$ cat src/rtl/oam_dma_if.sv
// oam_dma_if
//   Groups the CPU write bus, the DMA memory-read port and the OAM write
//   port used by oam_dma.
//   master : the OAM/DMA controller (samples the CPU bus and read data,
//            drives dma_active, dma_address and the OAM write port)
//   slave  : the surrounding CPU/memory/OAM side
//   Signals:
//     cpu_address[15:0], cpu_o[7:0], cpu_w : CPU write bus
//     dma_active, dma_address[15:0]        : bus ownership and read address
//     dma_i[7:0]                           : memory read data (1 clock latency)
//     oam_address[7:0], oam_data[7:0], oam_w : OAM write port
interface oam_dma_if;
    logic [15:0] cpu_address;
    logic [7:0]  cpu_o;
    logic        cpu_w;
    logic        dma_active;
    logic [15:0] dma_address;
    logic [7:0]  dma_i;
    logic [7:0]  oam_address;
    logic [7:0]  oam_data;
    logic        oam_w;

    modport master (
        input  cpu_address, cpu_o, cpu_w, dma_i,
        output dma_active, dma_address, oam_address, oam_data, oam_w
    );

    modport slave (
        output cpu_address, cpu_o, cpu_w, dma_i,
        input  dma_active, dma_address, oam_address, oam_data, oam_w
    );
endinterface

$ cat src/rtl/oam_dma.sv
// oam_dma
//   Sprite-attribute DMA and OAM port controller. Decodes CPU writes to
//   OAMADDR / OAMDATA / OAMDMA. A write to OAMDMA stalls the CPU
//   (dma_active) and copies one 256-byte page of CPU space into OAM,
//   starting at the current OAM pointer.
//   Ports:
//     pin_clock : system clock
//     pin_reset : asynchronous active-high reset
//     pin_ce    : CPU cycle enable; qualifies every state step and counter
//     bus       : oam_dma_if.master (CPU bus, DMA read port, OAM write port)
module oam_dma #(
    parameter logic [15:0] OAMADDR_REG = 16'h2003,
    parameter logic [15:0] OAMDATA_REG = 16'h2004,
    parameter logic [15:0] OAMDMA_REG  = 16'h4014
) (
    input logic        pin_clock,
    input logic        pin_reset,
    input logic        pin_ce,
    oam_dma_if.master  bus
);

    typedef enum logic [2:0] {
        S_IDLE,
        S_WAIT,
        S_ALIGN,
        S_READ,
        S_WRITE
    } state_t;

    state_t     state_q, state_d;
    logic [7:0] page_q, page_d;
    logic [7:0] index_q, index_d;
    logic [7:0] oam_ptr_q, oam_ptr_d;
    logic       parity_q, parity_d;
    // parity captured on the OAMDMA write; selects the extra ALIGN cycle
    logic       align_q, align_d;
    logic       oam_w_q, oam_w_d;
    logic [7:0] oam_address_q, oam_address_d;
    logic [7:0] oam_data_q, oam_data_d;

    // State register
    always_ff @(posedge pin_clock or posedge pin_reset) begin
        if (pin_reset) begin
            state_q       <= S_IDLE;
            page_q        <= '0;
            index_q       <= '0;
            oam_ptr_q     <= '0;
            parity_q      <= 1'b0;
            align_q       <= 1'b0;
            oam_w_q       <= 1'b0;
            oam_address_q <= '0;
            oam_data_q    <= '0;
        end else begin
            state_q       <= state_d;
            page_q        <= page_d;
            index_q       <= index_d;
            oam_ptr_q     <= oam_ptr_d;
            parity_q      <= parity_d;
            align_q       <= align_d;
            oam_w_q       <= oam_w_d;
            oam_address_q <= oam_address_d;
            oam_data_q    <= oam_data_d;
        end
    end

    // Next-state and datapath
    always_comb begin
        state_d       = state_q;
        page_d        = page_q;
        index_d       = index_q;
        oam_ptr_d     = oam_ptr_q;
        parity_d      = parity_q;
        align_d       = align_q;
        // strobe defaults low so it lasts one pin_clock even when pin_ce is low
        oam_w_d       = 1'b0;
        oam_address_d = oam_address_q;
        oam_data_d    = oam_data_q;

        if (pin_ce) begin
            parity_d = ~parity_q;
            case (state_q)
                S_IDLE: begin
                    if (bus.cpu_w) begin
                        if (bus.cpu_address == OAMADDR_REG) begin
                            oam_ptr_d = bus.cpu_o;
                        end else if (bus.cpu_address == OAMDATA_REG) begin
                            oam_w_d       = 1'b1;
                            oam_address_d = oam_ptr_q;
                            oam_data_d    = bus.cpu_o;
                            oam_ptr_d     = oam_ptr_q + 8'd1;
                        end else if (bus.cpu_address == OAMDMA_REG) begin
                            page_d  = bus.cpu_o;
                            index_d = '0;
                            align_d = parity_q;
                            state_d = S_WAIT;
                        end
                    end
                end
                S_WAIT:  state_d = align_q ? S_ALIGN : S_READ;
                S_ALIGN: state_d = S_READ;
                S_READ:  state_d = S_WRITE;
                S_WRITE: begin
                    oam_w_d       = 1'b1;
                    oam_data_d    = bus.dma_i;
                    oam_address_d = oam_ptr_q + index_q;
                    if (index_q == 8'hFF) begin
                        state_d = S_IDLE;
                    end else begin
                        index_d = index_q + 8'd1;
                        state_d = S_READ;
                    end
                end
                default: state_d = S_IDLE;
            endcase
        end
    end

    // Outputs
    always_comb begin
        bus.dma_active  = (state_q != S_IDLE);
        bus.dma_address = '0;
        if (state_q == S_READ || state_q == S_WRITE) begin
            bus.dma_address = {page_q, index_q};
        end
        bus.oam_w       = oam_w_q;
        bus.oam_address = oam_address_q;
        bus.oam_data    = oam_data_q;
    end

endmodule
$ cat src/flat_wrapper.sv
// flat-port wrapper written by rule: the top's interface ports become plain ports
module oam_dma_flat 
#(
    parameter logic [15:0] OAMADDR_REG = 16'h2003,
    parameter logic [15:0] OAMDATA_REG = 16'h2004,
    parameter logic [15:0] OAMDMA_REG  = 16'h4014
)
  (pin_clock, pin_reset, pin_ce, bus_cpu_address, bus_cpu_o, bus_cpu_w, bus_dma_i, bus_dma_active, bus_dma_address, bus_oam_address, bus_oam_data, bus_oam_w);
  oam_dma_if bus_i ();
  input logic pin_clock;
  input logic pin_reset;
  input logic pin_ce;
  input wire logic [$bits(bus_i.cpu_address)-1:0] bus_cpu_address;
  input wire logic [$bits(bus_i.cpu_o)-1:0] bus_cpu_o;
  input wire logic [$bits(bus_i.cpu_w)-1:0] bus_cpu_w;
  input wire logic [$bits(bus_i.dma_i)-1:0] bus_dma_i;
  output wire logic [$bits(bus_i.dma_active)-1:0] bus_dma_active;
  output wire logic [$bits(bus_i.dma_address)-1:0] bus_dma_address;
  output wire logic [$bits(bus_i.oam_address)-1:0] bus_oam_address;
  output wire logic [$bits(bus_i.oam_data)-1:0] bus_oam_data;
  output wire logic [$bits(bus_i.oam_w)-1:0] bus_oam_w;
  assign bus_i.cpu_address = bus_cpu_address;
  assign bus_i.cpu_o = bus_cpu_o;
  assign bus_i.cpu_w = bus_cpu_w;
  assign bus_i.dma_i = bus_dma_i;
  assign bus_dma_active = bus_i.dma_active;
  assign bus_dma_address = bus_i.dma_address;
  assign bus_oam_address = bus_i.oam_address;
  assign bus_oam_data = bus_i.oam_data;
  assign bus_oam_w = bus_i.oam_w;
  oam_dma #(.OAMADDR_REG(OAMADDR_REG), .OAMDATA_REG(OAMDATA_REG), .OAMDMA_REG(OAMDMA_REG)) u_core (.pin_clock(pin_clock), .pin_reset(pin_reset), .pin_ce(pin_ce), .bus(bus_i));
endmodule
$ cat config.mk
export PLATFORM = sky130hd
export DESIGN_NAME = oam_dma_flat
export DESIGN_NICKNAME = d
export VERILOG_FILES = /design/src/rtl/oam_dma_if.sv /design/src/rtl/oam_dma.sv /design/src/flat_wrapper.sv
export SDC_FILE = /design/constraint.sdc
export NUM_CORES = 1
export LEC_CHECK = 0
export BUFFER_PORTS_ARGS = -buffer_cell sky130_fd_sc_hd__buf_2
export CAP_MARGIN = 40
export CORE_MARGIN = 2
export CORE_UTILIZATION = 47
export DETAILED_ROUTE_END_ITERATION = 10
export MAX_ROUTING_LAYER = met4
export PLACE_DENSITY = 0.72
export SLEW_MARGIN = 40
export SYNTH_ARGS = -nofsm -noshare
export SYNTH_HDL_FRONTEND = slang
export SYNTH_SLANG_ARGS = --single-unit
$ cat constraint.sdc
create_clock -name pin_clock -period 2.2 [get_ports pin_clock]
set_input_delay 0.11 -clock pin_clock [delete_from_list [all_inputs] [get_ports pin_clock]]
set_output_delay 0.11 -clock pin_clock [all_outputs]
set_load 0.1 [all_outputs]
==> metrics.md <==
| Metric | Value |
|---|---|
| Synthesized area | 0.00280 mm² |
| Layout area overhead | 31.0% |
| Worst reg-to-reg path cell count | 8 |
| Top_reg_cell synth | dfrtp_1 |
| Syn_nets | 365 |
| Final Hold Fails | 0 |
| Final setup vio count | 0 |
| Clk pwr share | 12.2% |
| Hold WS | 0.0329 ns |
| Placed standard-cell area | 0.00356 mm² |
| Share of layout cells above drive strength 1 | 28.6% |
| Hold wc startpoint | bus_dma_i[4] |
| Drt via density | 5.74 |
| Seq/Total Area, Yosys | 41.1% |
| Setup_tns | 0 ns |
| Gr usage total | 24.3% |
| Core ar. | 0.00585 mm² |
| Initial DRC Count | 278 |
| Root Buffer | clkbuf_8 |
| Antenna violations before repair | 0 |
| Drt first pass iters | 4 |
| PnR worst setup slack | 0.107 ns |
| CP startpoint kind | flop |
| DP Wirelength | 5.55 mm |
| I/O pin total | 70 |
| Vias in the first global route | 2535 |
| RePlAce Congestion | 0.912 |
| Worst Max-Slew Pin Slew | 0.573 ns |
| Worst Setup End Kind | output pin |
| DRT Wirelength | 7.23 mm |
| Mapped Avg Cell Area | 8.77 µm² |
| Worst R2R Setup Slack | 0.17 ns |
| Count of pins over their slew limit | 0 |
| H-tree depth | 2 |
| FMAX | 0.478 GHz |
| Fin crit period | 2.09 ns |
| Final standard cell area without fillers | 0.00367 mm² |
| Std-Cell Rows | 28 |
| Die X | 81.2 µm |
| NumNets Final | 443 |
| Yosys cell types | 50 |
| Flop pwr share | 28.9% |
| Tcrit/Tclk final | 95.1% |
| Commonest non-fill, non-tap cell in the layout | buf_2 |
| Combinational power share | 58.9% |
| RSZ-0062 raised after global routing | no |
| Largest net degree at the start of global routing | 31 |
| # Post-CTS Setup Buffers | 0 |
| Status | complete, no violations |
| Type of the tightest min-delay check | in -> reg |
| Min-Delay Path Depth | 3 |
| PortBufs | 69 |
| Worst Setup EP | bus_dma_address[12] |
| # diodes | 0 |
| Critical path class | reg -> out |
| FF-to-FF End | u_core.bus.oam_address[6] |
| # Max-Cap Violations | 0 |
| Worst R2R Start | u_core.index_q[0] |
| Most frequent cells in the layout | buf_2, dfrtp_1, nand2_1 |
| Reg clk slew, reported paths | 0.10 ns |
| Clock skew | 0.0141 ns |
| CTS tree | yes |
| Num CTS Buffers | 5 |
| Switching power | 2.50 mW |
| Clk Latency, worst-skew pair | 0.31 ns |
| WP data arrival | 1.98 ns |
| Max IR drop VDD | 1040 µV |
| GR Overflow Total | 0 |
| Post-synth EDFFs | 0 |
| Power Density | 1200 mW/mm² |
| Clock Tree Buf Depth | 2 |
| Sw Share | 56.9% |
| Relative slew slack | 61.6% |
| Setup WS pre-CTS | 0.230 ns |
| Vias | 2714 |
| Die area | 0.00659 mm² |
| Worst-path maximum fanout | 16 |
| WL per Instance | 15.3 µm |
| # DRC | 0 |
| Cell-internal power | 1.89 mW |
| Flops & latches, synth | 46 |
| First-pass GRT wire length | 12.0 mm |
| Clock Sinks | 46 |
| Leak | 1.69 nW |
| Req. time, crit path | 2.09 ns |
| Syn. warnings | 0 |
| Post-route ant nets | 0 |
| Critical path startpoint | u_core.state_q[0] |
| Tot Pwr | 4.39 mW |
| Chip Height | 81.2 µm |
| Async S/R FF share, synth | 100% |
| Starting Density | 47.8% |
| Post-synthesis cell count | 319 |
## critical path, cell delays in order, from the launching register on
cell and delay, ns:
dfrtp_1 0.46, or3b_4 0.50, o21ai_1 0.10, buf_4 0.21
and2_1 0.21, buf_12 0.19
## layout make-up
class,count,area (µm²)
multi-input cells,246,1560
well taps,75,93.8
inverters,10,37.5
flip-flops and latches,46,1150
clock inverters,3,23.8
repair buffers,88,731
clock buffers,5,68.8
fillers,492,2180
## layer usage
metal	up-vias	global-route usage (%)	part of all wire, %
met2	97	39.2	48
met1	1278	31.7	44
met3	11	4.33	6.3
li1	1328	-	-
met4	0	6.44	1.3
met5	-	-	0
## per-stage QoR
step           utilization (%)  cells
2_1_floorplan                -    319
3_3_place_gp              60.8    464
3_5_place_dp              60.8    464
4_1_cts                   62.6    473
5_1_grt                   62.7    473
6_report                  62.7    473
## repair_timing
item / in CTS / in global routing
resized for setup: 1 / 1
endpoints found under the hold margin: 16 / 0
endpoints found under the setup margin: 2 / 2
pin swaps: 0 / 0
hold buffers: 1 / 0
## Yosys cell counts, drive strengths merged, types with 4 or more instances
| cell | count | area share, % |
|---|---|---|
| dfrtp | 46 | 41 |
| nand3 | 11 | 2.0 |
| and3 | 8 | 1.8 |
| inv | 10 | 1.3 |
| nor2 | 30 | 4.0 |
| o21a | 4 | 1.1 |
| o22ai | 5 | 1.1 |
| buf | 6 | 1.0 |
| nor3b | 6 | 1.8 |
| a31oi | 15 | 3.4 |
| nand4 | 9 | 2.0 |
| ha | 9 | 4.0 |
| mux2 | 10 | 4.0 |
| clkbuf | 11 | 1.5 |
| o21ai | 16 | 2.9 |
| a2bb2oi | 6 | 1.9 |
| nand2 | 37 | 5.0 |
| and2 | 19 | 4.2 |
| a21oi | 20 | 3.6 |
## worst min-delay path by stage
stage	to
floorplan	u_core.page_q[0]
global placement	u_core.bus.oam_address[7]
detailed placement	u_core.bus.oam_address[6]
CTS	u_core.bus.oam_data[1]
global route	u_core.bus.oam_data[1]
finish	u_core.bus.oam_data[4]
## state kept, by name (all words and copies together) (netlist names)
signal	flops
u_core.bus.oam_address	8
u_core.bus.oam_data	8
u_core.index_q	8
u_core.oam_ptr_q	8
u_core.page_q	8
u_core.state_q	3
u_core.align_q	1
u_core.bus.oam_w	1
u_core.parity_q	1
## power by group through the flow
stage | clock, mW | combinational, mW | sequential [mW]
3_5_place_dp | 0 | 2.58 | 1.28
6_report | 0.536 | 2.59 | 1.27
3_3_place_gp | 0 | 2.55 | 1.26
5_1_grt | 0.590 | 2.73 | 1.31
4_1_cts | 0.547 | 2.59 | 1.26
2_1_floorplan | 0 | 0.917 | 2.33
## logic make-up after synthesis
kind of cell,share of synthesized area [%]
AO/OA/AOI/OAI,19.1
XOR/XNOR,0.626
flip-flops,41.1
adder cells (fa/ha/maj),4.74
AND/OR/NAND/NOR,25.8
buffers and inverters,3.84
multiplexers,4.74
Note: power is estimated with default switching activity, not from simulation.
